==> src/rtl/loader_pkg.sv <==
// Shared constants and FSM state type for the UART instruction-RAM boot loader.
//   SYNC_BYTE : packet start marker
//   ACK_BYTE  : response sent when the checksum matches
//   NAK_BYTE  : response sent on checksum mismatch or mid-packet timeout
package loader_pkg;

   localparam int unsigned BYTE_W = 8;

   localparam logic [BYTE_W-1:0] SYNC_BYTE = 8'hA5;
   localparam logic [BYTE_W-1:0] ACK_BYTE  = 8'h06;
   localparam logic [BYTE_W-1:0] NAK_BYTE  = 8'h15;

   typedef enum logic [2:0] {
      IDLE,
      CNT,
      DHI,
      DLO,
      CSUM,
      RESP
   } ldr_state_t;

endpackage

==> src/rtl/ldr_timeout.sv <==
// Idle-cycle watchdog for the loader: counts enabled cycles since the last clear.
//   clk, rst  : clock, asynchronous active-high reset
//   clear     : restart the count (a byte was consumed)
//   enable    : count this cycle (packet in progress and waiting on rx)
//   expired_c : TIMEOUT_CYC enabled cycles have elapsed without a clear
module ldr_timeout #(
   parameter int unsigned TIMEOUT_CYC = 5_000_000
) (
   input  logic clk,
   input  logic rst,
   input  logic clear,
   input  logic enable,
   output logic expired_c
);

   localparam int unsigned CW = (TIMEOUT_CYC > 1) ? $clog2(TIMEOUT_CYC) : 1;

   logic [CW-1:0] count;

   // Expires on the TIMEOUT_CYC-th idle cycle; the count then holds until cleared.
   assign expired_c = enable && (count == CW'(TIMEOUT_CYC - 1));

   always_ff @(posedge clk or posedge rst) begin
      if (rst) begin
         count <= '0;
      end else if (clear || !enable) begin
         count <= '0;
      end else if (!expired_c) begin
         count <= count + CW'(1);
      end
   end

endmodule

==> src/rtl/uart_iram_loader.sv <==
// Boot loader between the UART rx/tx FIFOs and the instruction-RAM write port.
// Parses A5 | N | {hi,lo} x (N+1) | CSUM, writes big-endian words from address 0,
// holds the CPU while loading and answers ACK/NAK on tx.
//   rx_empty, r_data, rd_uart : rx FIFO (show-ahead head byte, pop pulse)
//   tx_full, w_data, wr_uart  : tx FIFO (response byte, push pulse)
//   iram_wa, iram_din, iram_wen : IRAM write port (registered single-cycle pulse)
//   cpu_hold : micro held while loading or after a NAK
//   busy     : packet in progress
//   err      : sticky, last packet NAKed; cleared by the next ACK
module uart_iram_loader
   import loader_pkg::*;
#(
   parameter int unsigned WIDTH          = 16,
   parameter int unsigned IRAM_ADDR_BITS = 8,
   parameter int unsigned TIMEOUT_CYC    = 5_000_000
) (
   input  logic                      clk,
   input  logic                      rst,
   input  logic                      rx_empty,
   input  logic [BYTE_W-1:0]         r_data,
   output logic                      rd_uart,
   input  logic                      tx_full,
   output logic [BYTE_W-1:0]         w_data,
   output logic                      wr_uart,
   output logic [IRAM_ADDR_BITS-1:0] iram_wa,
   output logic [WIDTH-1:0]          iram_din,
   output logic                      iram_wen,
   output logic                      cpu_hold,
   output logic                      busy,
   output logic                      err
);

   ldr_state_t                state, state_nx;
   logic                      pop;
   logic                      tmr_en;
   logic                      tmr_exp;
   logic [BYTE_W-1:0]         word_cnt;
   logic [BYTE_W-1:0]         csum;
   logic [BYTE_W-1:0]         hi_byte;
   logic [BYTE_W-1:0]         resp_code;
   logic [IRAM_ADDR_BITS-1:0] addr;

   // Byte pops are gated by rst so nothing leaves the FIFO while held in reset.
   assign rd_uart = pop && !rst;
   assign w_data  = resp_code;
   assign busy    = (state != IDLE);

   ldr_timeout #(
      .TIMEOUT_CYC(TIMEOUT_CYC)
   ) u_timeout (
      .clk      (clk),
      .rst      (rst),
      .clear    (pop),
      .enable   (tmr_en),
      .expired_c(tmr_exp)
   );

   // State register
   always_ff @(posedge clk or posedge rst) begin
      if (rst) begin
         state <= IDLE;
      end else begin
         state <= state_nx;
      end
   end

   // Next state, byte pop and tx push
   always_comb begin
      state_nx = state;
      pop      = 1'b0;
      wr_uart  = 1'b0;
      tmr_en   = 1'b0;
      unique case (state)
         IDLE: begin
            if (!rx_empty) begin
               pop = 1'b1;
               if (r_data == SYNC_BYTE) state_nx = CNT;
            end
         end
         CNT: begin
            tmr_en = 1'b1;
            if (!rx_empty) begin
               pop      = 1'b1;
               state_nx = DHI;
            end else if (tmr_exp) begin
               state_nx = RESP;
            end
         end
         DHI: begin
            tmr_en = 1'b1;
            if (!rx_empty) begin
               pop      = 1'b1;
               state_nx = DLO;
            end else if (tmr_exp) begin
               state_nx = RESP;
            end
         end
         DLO: begin
            tmr_en = 1'b1;
            if (!rx_empty) begin
               pop      = 1'b1;
               state_nx = (word_cnt == '0) ? CSUM : DHI;
            end else if (tmr_exp) begin
               state_nx = RESP;
            end
         end
         CSUM: begin
            tmr_en = 1'b1;
            if (!rx_empty) begin
               pop      = 1'b1;
               state_nx = RESP;
            end else if (tmr_exp) begin
               state_nx = RESP;
            end
         end
         RESP: begin
            if (!tx_full) begin
               wr_uart  = 1'b1;
               state_nx = IDLE;
            end
         end
         default: state_nx = IDLE;
      endcase
   end

   // Datapath: word assembly, checksum, address and registered outputs
   always_ff @(posedge clk or posedge rst) begin
      if (rst) begin
         word_cnt  <= '0;
         csum      <= '0;
         hi_byte   <= '0;
         resp_code <= '0;
         addr      <= '0;
         iram_wa   <= '0;
         iram_din  <= '0;
         iram_wen  <= 1'b0;
         cpu_hold  <= 1'b0;
         err       <= 1'b0;
      end else begin
         iram_wen <= 1'b0;
         unique case (state)
            IDLE: begin
               if (pop && (r_data == SYNC_BYTE)) cpu_hold <= 1'b1;
            end
            CNT: begin
               if (pop) begin
                  word_cnt <= r_data;
                  addr     <= '0;
                  csum     <= '0;
               end else if (tmr_exp) begin
                  resp_code <= NAK_BYTE;
               end
            end
            DHI: begin
               if (pop) begin
                  hi_byte <= r_data;
                  csum    <= csum + r_data;
               end else if (tmr_exp) begin
                  resp_code <= NAK_BYTE;
               end
            end
            DLO: begin
               if (pop) begin
                  csum     <= csum + r_data;
                  iram_wen <= 1'b1;
                  iram_wa  <= addr;
                  iram_din <= WIDTH'({hi_byte, r_data});
                  addr     <= addr + IRAM_ADDR_BITS'(1);
                  word_cnt <= word_cnt - BYTE_W'(1);
               end else if (tmr_exp) begin
                  resp_code <= NAK_BYTE;
               end
            end
            CSUM: begin
               if (pop) begin
                  resp_code <= (r_data == csum) ? ACK_BYTE : NAK_BYTE;
               end else if (tmr_exp) begin
                  resp_code <= NAK_BYTE;
               end
            end
            RESP: begin
               // A NAK leaves the CPU held so a half-loaded image never runs.
               if (!tx_full) begin
                  if (resp_code == ACK_BYTE) begin
                     cpu_hold <= 1'b0;
                     err      <= 1'b0;
                  end else begin
                     err <= 1'b1;
                  end
               end
            end
            default: ;
         endcase
      end
   end

endmodule

==> config.mk <==
export PLATFORM = sky130hd
export DESIGN_NAME = uart_iram_loader
export DESIGN_NICKNAME = d
export VERILOG_FILES = /design/src/rtl/loader_pkg.sv /design/src/rtl/ldr_timeout.sv /design/src/rtl/uart_iram_loader.sv
export SDC_FILE = /design/constraint.sdc
export NUM_CORES = 1
export LEC_CHECK = 0
export CORE_MARGIN = 2
export CORE_UTILIZATION = 57
export CTS_CLUSTER_SIZE = 28
export DETAILED_ROUTE_END_ITERATION = 10
export PLACE_DENSITY_LB_ADDON = 0.2
export SYNTH_ARGS = -nofsm -noshare
export SYNTH_HDL_FRONTEND = slang
export SYNTH_SLANG_ARGS = --single-unit
==> constraint.sdc <==
create_clock -name clk -period 4.3 [get_ports clk]
set_clock_uncertainty 0.15 [all_clocks]
set_input_delay 0.86 -clock clk [delete_from_list [all_inputs] [get_ports clk]]
set_output_delay 0.86 -clock clk [all_outputs]
set_load 0.02 [all_outputs]
==> impl_metrics.csv, run 1 <==
group,metric,value,unit
run_status,status,"finished clean",
drt,drt_iter0_drc,210,
clocking,cts_root_buf,"clkbuf_8",
worst_setup_path,start_kind,"flop",
global_route,grt_pass1_vias,3380,
synthesis,synthCells,433,
timing,tightestPinTransition,0.876,ns
place,place_ws,1.06,ns
global_route,track_usage,0.229,
synthesis,ys.flop_type,"dfrtp_1",
global_route,grtUsageMet1,0.316,
synthesis,ys_warn_count,0,
worst_setup_path,critPathBufInv,1,
floorplanning,core_region_area,8090,µm²
floorplanning,initial_core_util,0.581,
floorplanning,die_x,94.8,µm
layout,fillerInstances,635,
drt,wl_per_cell,16.3,µm
drt,routed_wl,9570,µm
synthesis,ys_top_cells_by_count,"dfrtp_1, nor2_1, mux2_2",
power_and_ir_drop,swShare,0.326,
worst_setup_path,cp-end-kind,"output pin",
worst_setup_path,cp_max_fo,24,
clocking,cts_hold_buffers,0,
drt,drt_first_pass_iters,4,
synthesis,seq_area_frac_synth,0.495,
layout,utilization,0.681,
worst_setup_path,cpLargestDelayFamily,"flip-flops",
clocking,ctsResizeCount,0,
global_route,grtUsageMet3,0.0471,
power_and_ir_drop,p_leak,2.28,nW
layout,insertedDiodeCount,0,
timing,drv_slew,0,
timing,slew_headroom,0.415,
worst_hold_path,hp-class,"flop to flop",
job,maxCapViolCount,0,
clocking,insertion_delay,0.36,ns
timing,fin_ws,1.03,ns
power_and_ir_drop,power_density,518,nW/µm²
synthesis,synth_edf_count,0,
timing,timing.fmax,306,MHz
timing,hold_viol,0,
worst_setup_path,crit_chain,"nor2b_1, nand2_1, nor2_1, clkdlybuf4s50_1",
layout,nets,501,
timing,timing.setup.tns,0,ns
timing,min_period,3.27,ns
global_route,grt_max_degree,52,
clocking,cts_setup_buffers,0,
clocking,cts_buffers,9,
floorplanning,fp.dieH,94.8,µm
layout,drive_gt1_frac,0.145,
timing,whs,0.345,ns
floorplanning,rows,33,
floorplanning,io-pin-count,50,
synthesis,async_flop_share,1.00,
power_and_ir_drop,seq_power_share,0.437,
clocking,cts_tree,"done",
clocking,clkSinkCount,93,
timing,rsz0062_at_grt,"no",
place,place.gp.congestion,0.815,
global_route,overflow,0,
synthesis,syn_nets,456,
worst_setup_path,cp_slowest_cell,"dfrtp_1",
worst_setup_path,crit_path_start,"state[1]$_DFFE_PP0P_",
drt,drc,0,
global_route,grt_pass1_wl,16100,µm
place,placed_cells,572,
drt,vias_per_cell,5.85,
synthesis,yosysUniqueCellTypes,66,
power_and_ir_drop,p_sw,0.000930,W
drt,ant_nets,0,
synthesis,yosys-top-cells-area,"dfrtp_1, mux2_2, nor2_1",
worst_setup_path,max_stage_delay,0.67,ns
synthesis,netlist_area,4700,µm²
worst_setup_path,r2r_start,"state[1]$_DFFE_PP0P_",
floorplanning,dieArea,8990,µm²
power_and_ir_drop,intPower,0.00192,W
worst_hold_path,min_from,"csum[3]$_DFFE_PP0P_",
synthesis,yosysMostFrequentCell,"dfrtp_1",
place,portBuffers,49,
power_and_ir_drop,power_frac_clock,0.247,
synthesis,yosysTopAreaCell,"dfrtp_1",
power_and_ir_drop,power_frac_comb,0.317,
worst_setup_path,crit_arrival,2.26,ns
synthesis,yosys.area.top_type_share,0.495,
synthesis,ys_ff_latch,93,
global_route,grtUsageMet2,0.373,
power_and_ir_drop,ir_drop,0.382,mV
timing,setup_viol,0,
global_route,busiest_layer,"met2",
synthesis,syn_area_per_cell,10.9,µm²
timing,min_period_over_period,0.760,
place,dp_hpwl,6570,µm
clocking,clkSlewWorstSetupHoldPaths,0.09,ns
worst_setup_path,path_class,"flop to output pin",
layout,syn_to_final_growth,17.3,%
layout,final-instance-count-excl-fill,588,
worst_setup_path,crit_required,3.29,ns
global_route,grt_antenna_before_repair,0,
clocking,clockBufferDepth,2,
drt,vias,3441,
clocking,cts_htree_levels,3,
==> final cells by class <==
| class | count | area, µm² | share of cell area |
|---|---|---|---|
| clock buffer | 9 | 124 | 0.0225 |
| multi-input combinational | 308 | 2230 | 0.405 |
| sequential | 93 | 2330 | 0.422 |
| timing repair buffer | 51 | 518 | 0.0940 |
| inverter | 15 | 57.6 | 0.0104 |
| tap | 105 | 131 | 0.0238 |
| clock inverter | 7 | 121 | 0.0220 |
==> cell families (layout without fill, tap and decap cells) <==
kind of cell,Yosys count,in the layout,share of synthesized area
xor+xnor,24,24,0.0447
buf+inv,32,82,0.0301
fa+ha+maj,11,11,0.0309
mux,33,33,0.0791
simple gates,151,151,0.193
compound gates,89,89,0.127
flops,93,93,0.495
==> path summary, 6_finish.rpt <==
| path | end | slack (ns) | cells after the start |
|---|---|---|---|
| hold reg to reg | csum[3]$_DFFE_PP0P_ | 0.35 | 2 |
| setup reg to reg | iram_wa[4]$_DFFE_PP0P_ | 1.47 | 3 |
| setup / recovery | wr_uart | 1.03 | 4 |
| min in group asynchronous | u_timeout.count[11]$_DFFE_PP0P_ | 0.86 | 2 |
| max in group asynchronous | word_cnt[4]$_DFFE_PP0P_ | 2.43 | 3 |
| hold / removal | csum[3]$_DFFE_PP0P_ | 0.35 | 2 |
==> state kept, by name (all words and copies together) (netlist names) <==
register and cells:
iram_wa 8, iram_wen 1, u_timeout.count 23, err 1, state 3, w_data 8, hi_byte 8, addr 8
word_cnt 8, cpu_hold 1, iram_din 16, csum 8
==> worst reg2reg max path, delay by kind of cell (launching register included) <==
kind             cells  cell delay, ns
AND/OR/NAND/NOR      2            1.31
multiplexers         1            0.43
flip-flops           1            0.84
==> metrics by stage <==
step	total power, W	instance area [µm²]
global placement	0.00212	5260
finish	0.00285	5510
CTS	0.00286	5510
global route	0.00301	5510
floorplan	0.00184	4700
detailed placement	0.00216	5260
==> routing by layer <==
metal	vias up	wire, µm
met3	9	383
met2	75	4800
met4	0	89
met5	-	0
met1	1712	4300
li1	1645	-
==> layout by cell type (no fill, tap or decap), types with 3 or more instances in the layout <==
master	count
dfrtp_1	93
clkdlybuf4s50_1	49
nor2_1	39
mux2_2	33
nand2_1	22
o21ai_0	22
a21oi_1	20
xor2_1	16
inv_1	14
nand3_1	14
nor3_1	13
ha_1	10
clkbuf_8	9
xnor2_1	8
or3_1	7
o21a_1	6
nand4_1	6
and3_1	5
o31ai_1	5
nor4_1	5
and2_1	5
a22o_1	5
nand3b_1	4
and4_1	4
nor2b_1	4
o22ai_1	3
a211oi_1	3
a22oi_1	3
bufinv_16	3
==> power groups by stage <==
stage / sequential, W / clock, W / combinational (W)
2_1_floorplan: 0.00133 / 0 / 0.000509
3_3_place_gp: 0.00125 / 0 / 0.000872
3_5_place_dp: 0.00126 / 0 / 0.000899
4_1_cts: 0.00125 / 0.000711 / 0.000906
5_1_grt: 0.00128 / 0.000743 / 0.000995
6_report: 0.00125 / 0.000703 / 0.000903
(Power assumes the default switching activity.)
==> run 2, diff against run 1 <==
==> constraint.sdc (replaced) <==
create_clock -name clk -period 3.2 [get_ports clk]
set_clock_uncertainty 0.15 [all_clocks]
set_input_delay 0.64 -clock clk [delete_from_list [all_inputs] [get_ports clk]]
set_output_delay 0.64 -clock clk [all_outputs]
set_load 0.02 [all_outputs]
==> impl_metrics.csv, run 2 (synthesis gave the netlist of run 1 again) <==
group,metric,value,unit
run_status,status,"finished clean",
floorplanning,core_region_area,8090,µm²
timing,slew_headroom,0.626,
layout,drive_gt1_frac,0.162,
timing,timing.fmax,357,MHz
power_and_ir_drop,p_leak,2.29,nW
global_route,overflow,0,
floorplanning,dieArea,8990,µm²
job,maxCapViolCount,0,
drt,drt_first_pass_iters,5,
layout,regMostFlops,"u_timeout.count",
floorplanning,io-pin-count,50,
floorplanning,rows,33,
layout,mostFrequentLayoutCell,"dfrtp_1",
global_route,grt_pass1_wl,16900,µm
timing,rsz0062_at_grt,"no",
worst_setup_path,cp_max_fo,3,
timing,setup_viol,0,
global_route,grt_antenna_before_repair,0,
worst_setup_path,start_kind,"input port",
layout,syn_to_final_growth,17.6,%
place,portBuffers,49,
place,dp_hpwl,7090,µm
drt,routed_wl,10100,µm
clocking,ctsResizeCount,0,
drt,vias_per_cell,5.94,
clocking,cts_buffers,9,
clocking,cts_root_buf,"clkbuf_8",
timing,tightestPinTransition,0.559,ns
timing,hold_viol,0,
layout,nets,511,
drt,drc,0,
global_route,track_usage,0.245,
timing,min_period_over_period,0.875,
clocking,clkSinkCount,93,
power_and_ir_drop,ir_drop,0.371,mV
clocking,cts_setup_buffers,0,
clocking,insertion_delay,0.37,ns
layout,top_regs,"u_timeout.count (23), iram_din (16)",
worst_setup_path,cp-end-kind,"output pin",
worst_setup_path,crit_arrival,2.01,ns
floorplanning,initial_core_util,0.581,
layout,final_cell_mix,"dfrtp_1, clkdlybuf4s50_1, nor2_1",
layout,insertedDiodeCount,0,
timing,drv_slew,0,
worst_hold_path,hp-class,"flop to flop",
worst_setup_path,path_class,"input port to output pin",
place,place.gp.congestion,0.883,
layout,largest_reg_flops,23,
worst_setup_path,crit_required,2.41,ns
clocking,cts_tree,"done",
drt,wl_per_cell,16.9,µm
clocking,clkSlewWorstSetupHoldPaths,0.09,ns
timing,min_period,2.80,ns
drt,ant_nets,0,
layout,final-instance-count-excl-fill,598,
floorplanning,die_x,94.8,µm
drt,vias,3554,
power_and_ir_drop,power_density,664,nW/µm²
global_route,grt_pass1_vias,3390,
clocking,cts_hold_buffers,0,
place,placed_cells,582,
drt,drt_iter0_drc,270,
global_route,grt_max_degree,49,
clocking,cts_htree_levels,3,
timing,timing.setup.tns,0,ns
floorplanning,fp.dieH,94.8,µm
layout,fillerInstances,636,
clocking,clockBufferDepth,2,
==> run 2: area by class of cell <==
class                      instances  area, µm²  area share
clock inverter                     7       61.3      0.0111
multi-input combinational        308       2230       0.403
timing repair buffer              61        593       0.107
sequential                        93       2330       0.421
clock buffer                       9        124      0.0224
inverter                          15       60.1      0.0109
tap                              105        131      0.0238
==> run 2: routing by layer <==
layer	up-vias	GRT usage	wire length (µm)
met5	-	0	0
met4	0	0.0761	129
met3	10	0.0495	381
met2	81	0.391	5050
met1	1789	0.337	4540
li1	1674	-	-
==> run 2: through the flow <==
| step | setup slack, ns | power (W) | area (µm²) | util | hold slack (ns) |
|---|---|---|---|---|---|
| after floorplan | 0.850 | 0.00247 | 4700 | - | 0.304 |
| after global placement | 0.312 | 0.00286 | 5340 | 0.660 | 0.321 |
| after detailed placement | 0.258 | 0.00293 | 5340 | 0.660 | 0.329 |
| after CTS | 0.386 | 0.00368 | 5530 | 0.683 | 0.356 |
| after global routing | 0.325 | 0.00391 | 5530 | 0.683 | 0.371 |
| final | 0.400 | 0.00367 | 5530 | 0.683 | 0.351 |
==> run 2: power breakdown <==
group	internal [W]	switching, W	leakage, nW	total [W]
clock	0.000300	0.000462	0.0956	0.000762
combinational	0.000613	0.000614	1.06	0.00123
sequential	0.00146	0.000228	1.14	0.00168
==> run 2: final timing paths <==
| path | startpoint | endpoint | slack (ns) | depth (start not counted) |
|---|---|---|---|---|
| setup / recovery | rx_empty | rd_uart | 0.40 | 3 |
| hold / removal | w_data[2]$_DFFE_PP0P_ | w_data[2]$_DFFE_PP0P_ | 0.35 | 1 |
| setup reg to reg | state[1]$_DFFE_PP0P_ | iram_din[1]$_DFFE_PP0P_ | 0.82 | 5 |
| hold reg to reg | w_data[2]$_DFFE_PP0P_ | w_data[2]$_DFFE_PP0P_ | 0.35 | 1 |
| max in group asynchronous | rst | state[1]$_DFFE_PP0P_ | 1.69 | 3 |
| min in group asynchronous | rst | u_timeout.count[8]$_DFFE_PP0P_ | 0.55 | 2 |
==> run 2: worst max-delay path: stages <==
cell and delay (ns):
clkdlybuf4s50_1 0.49, nor3_1 0.24, clkdlybuf4s50_1 0.63
